File: config.mk
export PLATFORM = sky130hd
export DESIGN_NAME = sr_latch_driver
export DESIGN_NICKNAME = d
export VERILOG_FILES = /design/src/rtl/sr_latch_pkg.sv /design/src/rtl/sr_pulse_timer.sv /design/src/rtl/sr_latch_driver.sv
export SDC_FILE = /design/constraint.sdc
export NUM_CORES = 1
export LEC_CHECK = 0
export CORE_MARGIN = 10
export CORE_UTILIZATION = 50
export DETAILED_ROUTE_END_ITERATION = 12
export HOLD_SLACK_MARGIN = 0.05
export PLACE_DENSITY = 0.74
export SLEW_MARGIN = 20
export SYNTH_ARGS = -nofsm -noshare
export SYNTH_HDL_FRONTEND = slang
export SYNTH_SLANG_ARGS = --single-unit
File: constraint.sdc
create_clock -name clk -period 2.4 [get_ports clk]
set_input_delay 0.48 -clock clk [delete_from_list [all_inputs] [get_ports clk]]
set_output_delay 0.48 -clock clk [all_outputs]
set_load 0.005 [all_outputs]
File: src/rtl/sr_latch_pkg.sv
// Shared constants for the SR latch driver: op encodings, FSM state encoding,
// counter width and the readback error rule.
package sr_latch_pkg;

  localparam int CNT_W = 8;

  localparam logic [1:0] OP_READ    = 2'b00;
  localparam logic [1:0] OP_SET     = 2'b01;
  localparam logic [1:0] OP_RESET   = 2'b10;
  localparam logic [1:0] OP_ILLEGAL = 2'b11;

  typedef logic [1:0] state_t;

  localparam state_t ST_IDLE   = 2'd0;
  localparam state_t ST_PULSE  = 2'd1;
  localparam state_t ST_SETTLE = 2'd2;
  localparam state_t ST_RESP   = 2'd3;

  // A healthy latch has complementary outputs and Q matching the last write.
  function automatic logic sample_err(input logic [1:0] op, input logic q, input logic qbar);
    return (q == qbar) ||
           ((op == OP_SET) && (q != 1'b1)) ||
           ((op == OP_RESET) && (q != 1'b0));
  endfunction

endpackage

File: src/rtl/sr_pulse_timer.sv
// Loadable 8-bit down-counter; done is high in the last cycle of a loaded interval.
module sr_pulse_timer
  import sr_latch_pkg::*;
(
  input  logic             clk,
  input  logic             rst,
  input  logic             load,
  input  logic [CNT_W-1:0] load_val,
  output logic             done
);

  logic [CNT_W-1:0] cnt_q;
  logic [CNT_W-1:0] cnt_d;

  always_comb begin
    cnt_d = cnt_q;
    if (load) begin
      cnt_d = load_val;
    end else if (cnt_q != '0) begin
      cnt_d = cnt_q - 1'b1;
    end
  end

  always_ff @(posedge clk) begin
    if (rst) begin
      cnt_q <= '0;
    end else begin
      cnt_q <= cnt_d;
    end
  end

  assign done = (cnt_q == CNT_W'(1));

endmodule

File: src/rtl/sr_latch_driver.sv
// Drives S/R pulses into an external SR latch, waits to settle, samples Q/Qbar and reports.
// Optional err_sticky output enabled by SR_LATCH_DRIVER_STICKY_ERR_EN.
module sr_latch_driver
  import sr_latch_pkg::*;
#(
  parameter int PULSE_CYCLES  = 1,
  parameter int SETTLE_CYCLES = 1
) (
  input  logic       clk,
  input  logic       rst,
  input  logic       req_valid,
  output logic       req_ready,
  input  logic [1:0] req_op,
  output logic       latch_S,
  output logic       latch_R,
  input  logic       latch_Q,
  input  logic       latch_Qbar,
  output logic       rsp_valid,
  input  logic       rsp_ready,
  output logic       rsp_data,
  output logic       rsp_err
`ifdef SR_LATCH_DRIVER_STICKY_ERR_EN
  ,
  output logic       err_sticky
`endif
);

  localparam logic [CNT_W-1:0] PULSE_LD  = CNT_W'(PULSE_CYCLES);
  localparam logic [CNT_W-1:0] SETTLE_LD = CNT_W'(SETTLE_CYCLES);

  state_t           state_q, state_d;
  logic [1:0]       op_q, op_d;
  logic             latch_s_q, latch_s_d;
  logic             latch_r_q, latch_r_d;
  logic             rsp_data_q, rsp_data_d;
  logic             rsp_err_q, rsp_err_d;
  logic             tmr_load;
  logic [CNT_W-1:0] tmr_val;
  logic             tmr_done;

  sr_pulse_timer u_timer (
    .clk      (clk),
    .rst      (rst),
    .load     (tmr_load),
    .load_val (tmr_val),
    .done     (tmr_done)
  );

  always_comb begin
    state_d    = state_q;
    op_d       = op_q;
    rsp_data_d = rsp_data_q;
    rsp_err_d  = rsp_err_q;
    tmr_load   = 1'b0;
    tmr_val    = '0;
    case (state_q)
      ST_IDLE: begin
        if (req_valid) begin
          op_d     = req_op;
          tmr_load = 1'b1;
          case (req_op)
            OP_SET, OP_RESET: begin
              state_d = ST_PULSE;
              tmr_val = PULSE_LD;
            end
            OP_READ: begin
              state_d = ST_SETTLE;
              tmr_val = SETTLE_LD;
            end
            default: begin
              // ILLEGAL spends one cycle in SETTLE so the response lands one cycle after accept.
              state_d = ST_SETTLE;
              tmr_val = CNT_W'(1);
            end
          endcase
        end
      end
      ST_PULSE: begin
        if (tmr_done) begin
          state_d  = ST_SETTLE;
          tmr_load = 1'b1;
          tmr_val  = SETTLE_LD;
        end
      end
      ST_SETTLE: begin
        if (tmr_done) begin
          state_d  = ST_RESP;
          tmr_load = 1'b1;
          if (op_q == OP_ILLEGAL) begin
            rsp_data_d = 1'b0;
            rsp_err_d  = 1'b1;
          end else begin
            rsp_data_d = latch_Q;
            rsp_err_d  = sample_err(op_q, latch_Q, latch_Qbar);
          end
        end
      end
      default: begin
        if (rsp_ready) begin
          state_d  = ST_IDLE;
          tmr_load = 1'b1;
        end
      end
    endcase
    // Both drives decode the single registered op, so they are mutually exclusive.
    latch_s_d = (state_d == ST_PULSE) && (op_d == OP_SET);
    latch_r_d = (state_d == ST_PULSE) && (op_d == OP_RESET);
  end

  always_ff @(posedge clk) begin
    if (rst) begin
      state_q    <= ST_IDLE;
      op_q       <= OP_READ;
      latch_s_q  <= 1'b0;
      latch_r_q  <= 1'b0;
      rsp_data_q <= 1'b0;
      rsp_err_q  <= 1'b0;
    end else begin
      state_q    <= state_d;
      op_q       <= op_d;
      latch_s_q  <= latch_s_d;
      latch_r_q  <= latch_r_d;
      rsp_data_q <= rsp_data_d;
      rsp_err_q  <= rsp_err_d;
    end
  end

  assign req_ready = (state_q == ST_IDLE);
  assign rsp_valid = (state_q == ST_RESP);
  assign rsp_data  = rsp_data_q;
  assign rsp_err   = rsp_err_q;
  assign latch_S   = latch_s_q;
  assign latch_R   = latch_r_q;

`ifdef SR_LATCH_DRIVER_STICKY_ERR_EN
  logic err_sticky_q, err_sticky_d;

  always_comb begin
    err_sticky_d = err_sticky_q | (rsp_valid & rsp_err);
  end

  always_ff @(posedge clk) begin
    if (rst) begin
      err_sticky_q <= 1'b0;
    end else begin
      err_sticky_q <= err_sticky_d;
    end
  end

  assign err_sticky = err_sticky_q;
`endif

endmodule

Yosys cells after proc, flatten, opt, wreduce, memory -nomap -nowiden
Cells that the tools add are included.
Storage, ports and cells
  output and inout port bits: 6
  input bits: 8
  bits in registers: 16
Operators by class
  reduce and logical (&&, ||, !) cells: 12
  equal/unequal tests: 13
  muxes and demuxes: 19
  add/subtract/negate cells: 1
  bitwise gates (word level): 1
Operator list (number)
  $mux 8: 2
  $mux 2: 7
  $eq 2x2->1 const B: 6
  $eq 2x1->1 const B: 5
  $eq 8x1->1 const B: 1
  $reduce_bool 8->1: 1
  $sub 8x1->8 const B: 1
  $mux 1: 7
  $pmux 2 s3: 1
  $logic_and 1x1->1: 4
  $pmux 1 s2: 2
  $reduce_or 2->1: 2
  $logic_not 2->1: 1
  $logic_or 1x1->1: 2
  $reduce_and 2->1: 1
  $reduce_bool 2->1: 1
  $eq 1x1->1: 1
  $not 1->1: 1

Logic depth before layout (Yosys ltp)
Gate-level depths: netlist of run 1.
  word-level depth: 7
  depth in mapped cells: 8
  gate-level depth less buffers: 7

Modules after synthesis
Synthesis of run 1 repeated with hierarchy kept, for this count alone.
Unflattened totals
  cell total of the unflattened synthesis: 108
  area total of the unflattened synthesis: 972.2 um2
Modules (own cells, without submodules)
  sr_pulse_timer: cells each 53, instances 1, area an instance 508.0 um2
  sr_latch_driver: cells each 55, instances 1, area an instance 464.2 um2

Worst setup path after synthesis of run 1
No wires, ideal clock.
  path kind: register to register
  start: reg u_timer.cnt_q[2]
  end: reg u_timer.cnt_q[2]
  cell stages (with the launch flop): 6
  data arrival time: 1.665 ns
  path slack: 0.611 ns
  period minus slack after synthesis: 1.789 ns
  setup time: 0.124 ns
  path through: dfxtp_1 -> or4_4 -> or4b_4 -> nand2_1 -> mux2_1 -> nor2_1
Between the ends
  longest elaborated chain between the ends: 4
  elaborated cells on any way between the ends: 8
  those cells by class: add/sub: 1; eq/ne: 1; mux: 4; reduce/logical: 2
Ends and longest elaborated chain
  start: declaration: RTL line sr_pulse_timer.sv:12  | logic [CNT_W-1:0] cnt_q;
  start signal: assignment: RTL line sr_pulse_timer.sv:28  | cnt_q <= cnt_d;
  branches (longest 4 deep; another with $sub 8x1->8)
Several ways; the timed one is not identified. The select of a mux whose other input is x is not followed.
A chain may end at the register's enable or synchronous reset.

Worst setup path in the final report of run 1
  start: reg state_q[0]
  end: out rsp_valid
Between the ends
  longest elaborated chain between the ends: 1
Ends and longest elaborated chain
  start: declaration: RTL line sr_latch_driver.sv:31  | state_t state_q, state_d;
  start signal: assignment: RTL line sr_latch_driver.sv:119  | state_q <= state_d;
  $eq 2x2->1: RTL line sr_latch_driver.sv:129  | assign rsp_valid = (state_q == ST_RESP);
  end: declaration: RTL line sr_latch_driver.sv:18  | output logic rsp_valid,
No other way between the ends.

==> run_results.csv, run 1 <==
group,metric,value,unit
floorplanning,die_h,62.86,µm
sta,tns,0,ns
worst_hold_path,worstHoldPathCells,2,
floorplanning,dieArea,0.003951,mm²
clock_tree,cts-buffers-inserted,3,
sta,skew,0.005500,ns
cells_and_area,fin_nets,134,
sta,setup_viol,0,
global_route,antenna_found_initial,0,
sta,drv_slew,0,
worst_hold_path,worstHoldStart,"rsp_err",
global_route,grt_pass1_wl,3.194,mm
synth,synth_most_common_cell,"dfxtp_1",
global_route,grt_max_degree,10,
job,maxCapViolations,0,
drt,dr.pass1.iters,2,
floorplanning,ios,14,
worst_setup_path,crit_family,"buffers and inverters",
drt,drcViolationCount,0,
synth,synth.distinct_cells,35,
worst_setup_path,crit_slowest_cell,"clkdlybuf4s50_1",
drt,num_vias,773,
clock_tree,cts_max_level,1,
placed_design,io_buffers,13,
synth,synth_top_area_share,34.88,%
floorplanning,initial_utilization,53.19,%
synth,synthArstFlopShare,0,%
cells_and_area,drive_gt1_share,8.475,%
clock_tree,ctsHoldBuffers,0,
clock_tree,cts_setup_buffers,0,
clock_tree,cts_tree,"done",
global_route,grt_usage,9.503,%
synth,synth-edff-count,0,
synth,synth_seq_area_share,34.88,%
synth,synth-main-ff-cell,"dfxtp_1",
power,vdd.ir_drop.worst,735.3,µV
worst_setup_path,path_class,"register to output port",
worst_setup_path,cp_num_cells,2,
clock_tree,numClockSinks,16,
worst_setup_path,arrival,1.63,ns
worst_setup_path,cp-start-kind,"register",
clock_tree,clk_pin_slew,0.10,ns
sta,post-route-period-util,87.71,%
drt,drt-wirelength-per-cell,12.92,µm
power,power-per-cell-area,1404,mW/mm²
worst_setup_path,ff2ff_path_depth,6,
clock_tree,cts-resized-gates,0,
drt,vias_per_cell,5.406,
worst_setup_path,slowest_delay,0.56,ns
clock_tree,cts-root-buf,"clkbuf_4",
synth,ys_warn_count,0,
worst_setup_path,cp_max_fo,8,
cells_and_area,final_util,64.20,%
worst_setup_path,cp_num_buf_inv,1,
floorplanning,row_count,15,
cells_and_area,areaGrowthSynthToFinish,20.71,%
worst_setup_path,r2r_start,"u_timer.cnt_q[0]",
synth,synthTopCellsByCount,"dfxtp_1, nor2_1, nand2_1, ha_1, inv_1",
synth,syn_area_per_cell,8.916,µm²
synth,ys_seq_elements,16,
worst_hold_path,hold_class,"register to register",
placed_design,gp_congestion,0.8284,
worst_setup_path,crit_required,1.92,ns
synth,synth_largest_area_cell,"dfxtp_1",
synth,synth_area_leaders,"dfxtp_1, ha_1, nor2_1",
worst_setup_path,path_cells,"ha_1, clkdlybuf4s50_1",
clock_tree,clk_latency,0.29,ns
synth,syn-cell-area,918.4,µm²
sta,rsz0062_at_grt,"no",
worst_setup_path,startpoint,"state_q[0]",
floorplanning,fp.dieW,62.86,µm
sta,fmax,475.0,MHz
synth,syn_nets,118,
synth,syn_inst,103,
placed_design,dp_hpwl,1.452,mm
placed_design,pre_cts_ws,0.2179,ns
drt,drt_wl_total,1.847,mm
power,power_leakage,0.4309,nW
global_route,grt_overflow,0,
drt,antenna_left,0,
power,total_power,1.556,mW
run_status,status,"finished clean",
sta,slew_headroom,70.18,%
floorplanning,coreArea,0.001727,mm²
clock_tree,cts_max_path_buffers,2,
global_route,grt_pass1_vias,771,
worst_setup_path,worst_setup_path_end_kind,"output port",
drt,drt_iter0_drc,11,
sta,tightest_slew,0.4473,ns
sta,fin_crit,2.105,ns
cells_and_area,num_antenna_cells,0,
sta,final-hold-violation-count,0,
sta,worst_slack,0.2950,ns
-- cell families (layout without fill, tap and decap cells) --
kind of cell	count (synthesis)	count (layout)	synth area share [%]
xor gates and xnor gates	4	4	3.814
adders and majority gates	7	7	9.536
DFF	16	16	34.88
and+or+nand+nor	48	48	31.74
muxes	4	4	4.496
buffers and inverters	8	23	3.270
AOI/OAI and AO/OA	16	16	12.26
-- final cells by class --
type,instances,area (µm²)
inverter,6,22.52
multi-input combinational,79,568.0
timing repair buffer,13,130.1
fill,165,618.1
sequential,16,320.3
tap,25,31.28
clock buffer,4,36.28
-- cells in the final DEF (no fill, tap or decap), drive strengths merged, types with 2 or more instances in the layout --
master	Yosys	routed
dfxtp	16	16
nor2	15	15
clkdlybuf4s50	0	13
nand2	10	10
ha	7	7
inv	6	6
a21oi	5	5
xnor2	4	4
clkbuf	2	4
nor3b	3	3
nor2b	3	3
mux2i	3	3
nor4b	3	3
nor4	3	3
or3	2	2
o21ai	2	2
nor3	2	2
or4	2	2
-- registers in the layout, indices dropped and copies added (netlist names) --
signal,cells
latch_R,1
state_q,2
rsp_err,1
op_q,2
latch_S,1
rsp_data,1
u_timer.cnt_q,8
-- worst reg2reg max path, cell delays in order (launching register included) --
cell and delay, ns:
dfxtp_1 0.46, ha_1 0.18, nor3b_1 0.36, and2_4 0.24, nor2_1 0.04, o41a_1 0.41, nor4b_1 0.28
-- stage by stage --
stage | area [µm²] | hold WS, ns | cells
final | 1109 | 0.4616 | 143
after global routing | 1109 | 0.5009 | 143
after CTS | 1109 | 0.4657 | 143
after detailed placement | 1072 | 0.4473 | 139
after global placement | 1072 | 0.4479 | 139
after floorplan | 918.4 | 0.4482 | 103
-- routing by layer --
metal  wire length (µm)  share of wire [%]  global-route usage [%]  vias up
met5                  0                  0                       0        -
met4                 14               0.76                   2.514        0
met3                 80                4.3                   3.584        2
met2                841                 46                   15.77       13
met1                911                 49                   11.12      365
li1                   -                  -                       -      393
-- power by group --
part	switching, mW	internal [mW]
Sequential	0.125	0.349
Combinational	0.432	0.469
Clock	0.0895	0.0923
Total	0.646	0.910
-- worst paths after layout --
kind	to	slack [ns]
worst max-delay path	rsp_valid	0.29
worst min-delay path	rsp_err	0.46
worst max register to register	latch_S	0.35
worst min register to register	rsp_err	0.46
(Power assumes the default switching activity.)
==> run 2, diff against run 1 <==
Settings changed: RECOVER_POWER from default to 100.
==> run_results.csv, run 2 (synthesized netlist as in run 1, its figures left out) <==
group,metric,value,unit
run_status,status,"finished clean",
clock_tree,cts_max_level,1,
floorplanning,die_h,62.86,µm
cells_and_area,reg_top3,"u_timer.cnt_q: 8 flops, op_q: 2 flops, state_q: 2 flops",
sta,post-route-period-util,89.83,%
worst_setup_path,cp_max_fo,8,
clock_tree,cts_setup_buffers,0,
placed_design,dp_hpwl,1.452,mm
floorplanning,coreArea,0.001727,mm²
cells_and_area,drive_gt1_share,7.627,%
clock_tree,clk_latency,0.29,ns
cells_and_area,fillers,166,
clock_tree,cts-buffers-inserted,3,
sta,tightest_slew,0.5513,ns
drt,antenna_left,0,
sta,fmax,463.8,MHz
drt,met3RoutedLength,80,µm
drt,num_vias,771,
power,power_leakage,0.4399,nW
sta,rsz0062_at_grt,"no",
power,vdd.ir_drop.worst,729.6,µV
clock_tree,cts-root-buf,"clkbuf_4",
sta,setup_viol,0,
placed_design,pre_cts_ws,0.2179,ns
drt,drcViolationCount,0,
placed_design,gp_congestion,0.8284,
cells_and_area,largest_reg_flops,8,
floorplanning,fp.dieW,62.86,µm
placed_design,io_buffers,13,
drt,drt_wl_total,1.835,mm
global_route,grt_usage,9.503,%
clock_tree,numClockSinks,16,
worst_setup_path,crit_required,1.92,ns
worst_hold_path,hold_class,"register to register",
drt,drt-wirelength-per-cell,12.83,µm
global_route,grt_pass1_vias,771,
worst_setup_path,slowest_delay,0.62,ns
sta,tns,0,ns
drt,met2WireLength,837,µm
cells_and_area,final_cells,143,
worst_setup_path,cp-start-kind,"register",
clock_tree,cts_max_path_buffers,2,
worst_setup_path,worst_setup_path_end_kind,"output port",
global_route,antenna_found_initial,0,
global_route,grt_overflow,0,
floorplanning,ios,14,
floorplanning,dieArea,0.003951,mm²
drt,drt-met1-wl,903,µm
sta,slew_headroom,63.15,%
job,maxCapViolations,0,
worst_setup_path,path_cells,"ha_1, dlygate4sd3_1",
drt,highest_layer,"met4",
sta,final-hold-violation-count,0,
sta,fin_hold_ws,0.4582,ns
global_route,grt_max_degree,10,
cells_and_area,num_antenna_cells,0,
clock_tree,cts-resized-gates,0,
worst_setup_path,arrival,1.68,ns
drt,dr.pass1.iters,2,
global_route,grt_pass1_wl,3.194,mm
cells_and_area,regMostFlops,"u_timer.cnt_q",
drt,vias_per_cell,5.392,
cells_and_area,mostFrequentLayoutCells,"dfxtp_1, nor2_1, nand2_1",
worst_setup_path,crit_slowest_cell,"dlygate4sd3_1",
worst_setup_path,path_class,"register to output port",
power,total_power,1.500,mW
cells_and_area,areaGrowthSynthToFinish,19.21,%
floorplanning,row_count,15,
cells_and_area,finalInstanceArea,0.001095,mm²
cells_and_area,fin_nets,134,
clock_tree,ctsHoldBuffers,0,
floorplanning,initial_utilization,53.19,%
clock_tree,cts_tree,"done",
drt,drt_iter0_drc,9,
worst_setup_path,cp_num_buf_inv,1,
sta,fin_crit,2.156,ns
worst_setup_path,crit_family,"buffers and inverters",
clock_tree,clk_pin_slew,0.10,ns
sta,worst_slack,0.2441,ns
sta,drv_slew,0,
power,power-per-cell-area,1370,mW/mm²
placed_design,post-place-cells,139,
cells_and_area,final_util,63.41,%
placed_design,place_area,0.001072,mm²
sta,skew,0.005538,ns
cells_and_area,layout_commonest_cell,"dfxtp_1",
-- run 2: changes by cell type in the layout (fill, tap and decap cells not counted) --
| cell | before | now |
|---|---|---|
| nor4b_4 | 1 | 0 |
| a211oi_2 | 1 | 0 |
| nor4b_2 | 0 | 1 |
| a211oi_1 | 0 | 1 |
| clkdlybuf4s50_1 | 13 | 7 |
| dlygate4sd3_1 | 0 | 6 |
-- run 2: metal layers --
layer	vias to the layer above	GRT usage, %
met4	0	2.514
met5	-	0
met3	2	3.584
met1	362	11.12
li1	394	-
met2	13	15.77
-- run 2: cell type report --
type,instances,area (µm²),area share [%]
flip-flops and latches,16,320.3,29.26
multi-input cells,79,554.3,50.63
well taps,25,31.28,2.857
repair buffers,13,130.1,11.89
clock buffers,4,36.28,3.314
inverters,6,22.52,2.057
-- run 2: worst paths after layout --
path	slack [ns]	depth (start not counted)	endpoint	from
min	0.46	2	rsp_err	rsp_err
max reg2reg	0.34	5	u_timer.cnt_q[0]	u_timer.cnt_q[2]
max	0.24	2	rsp_valid	state_q[0]
min reg2reg	0.46	2	rsp_err	rsp_err
-- run 2: where the power goes --
part           switching, mW  leakage, nW  total, mW  internal [mW]
Combinational          0.412        0.288      0.849          0.436
Sequential             0.120        0.131      0.470          0.349
Clock                 0.0894       0.0210      0.182         0.0923
-- run 2: tightest hold or removal path, stage by stage, from the launching register on --
cell and delay [ns]:
dfxtp_1 0.32, nand2_1 0.05, a21oi_1 0.05
==> run 3, diff against run 2 <==
Settings changed: SLEW_MARGIN 20 to 15.
==> results of run 3 <==
Same layout as run 2: the final DEF is identical, and so are final timing and power.
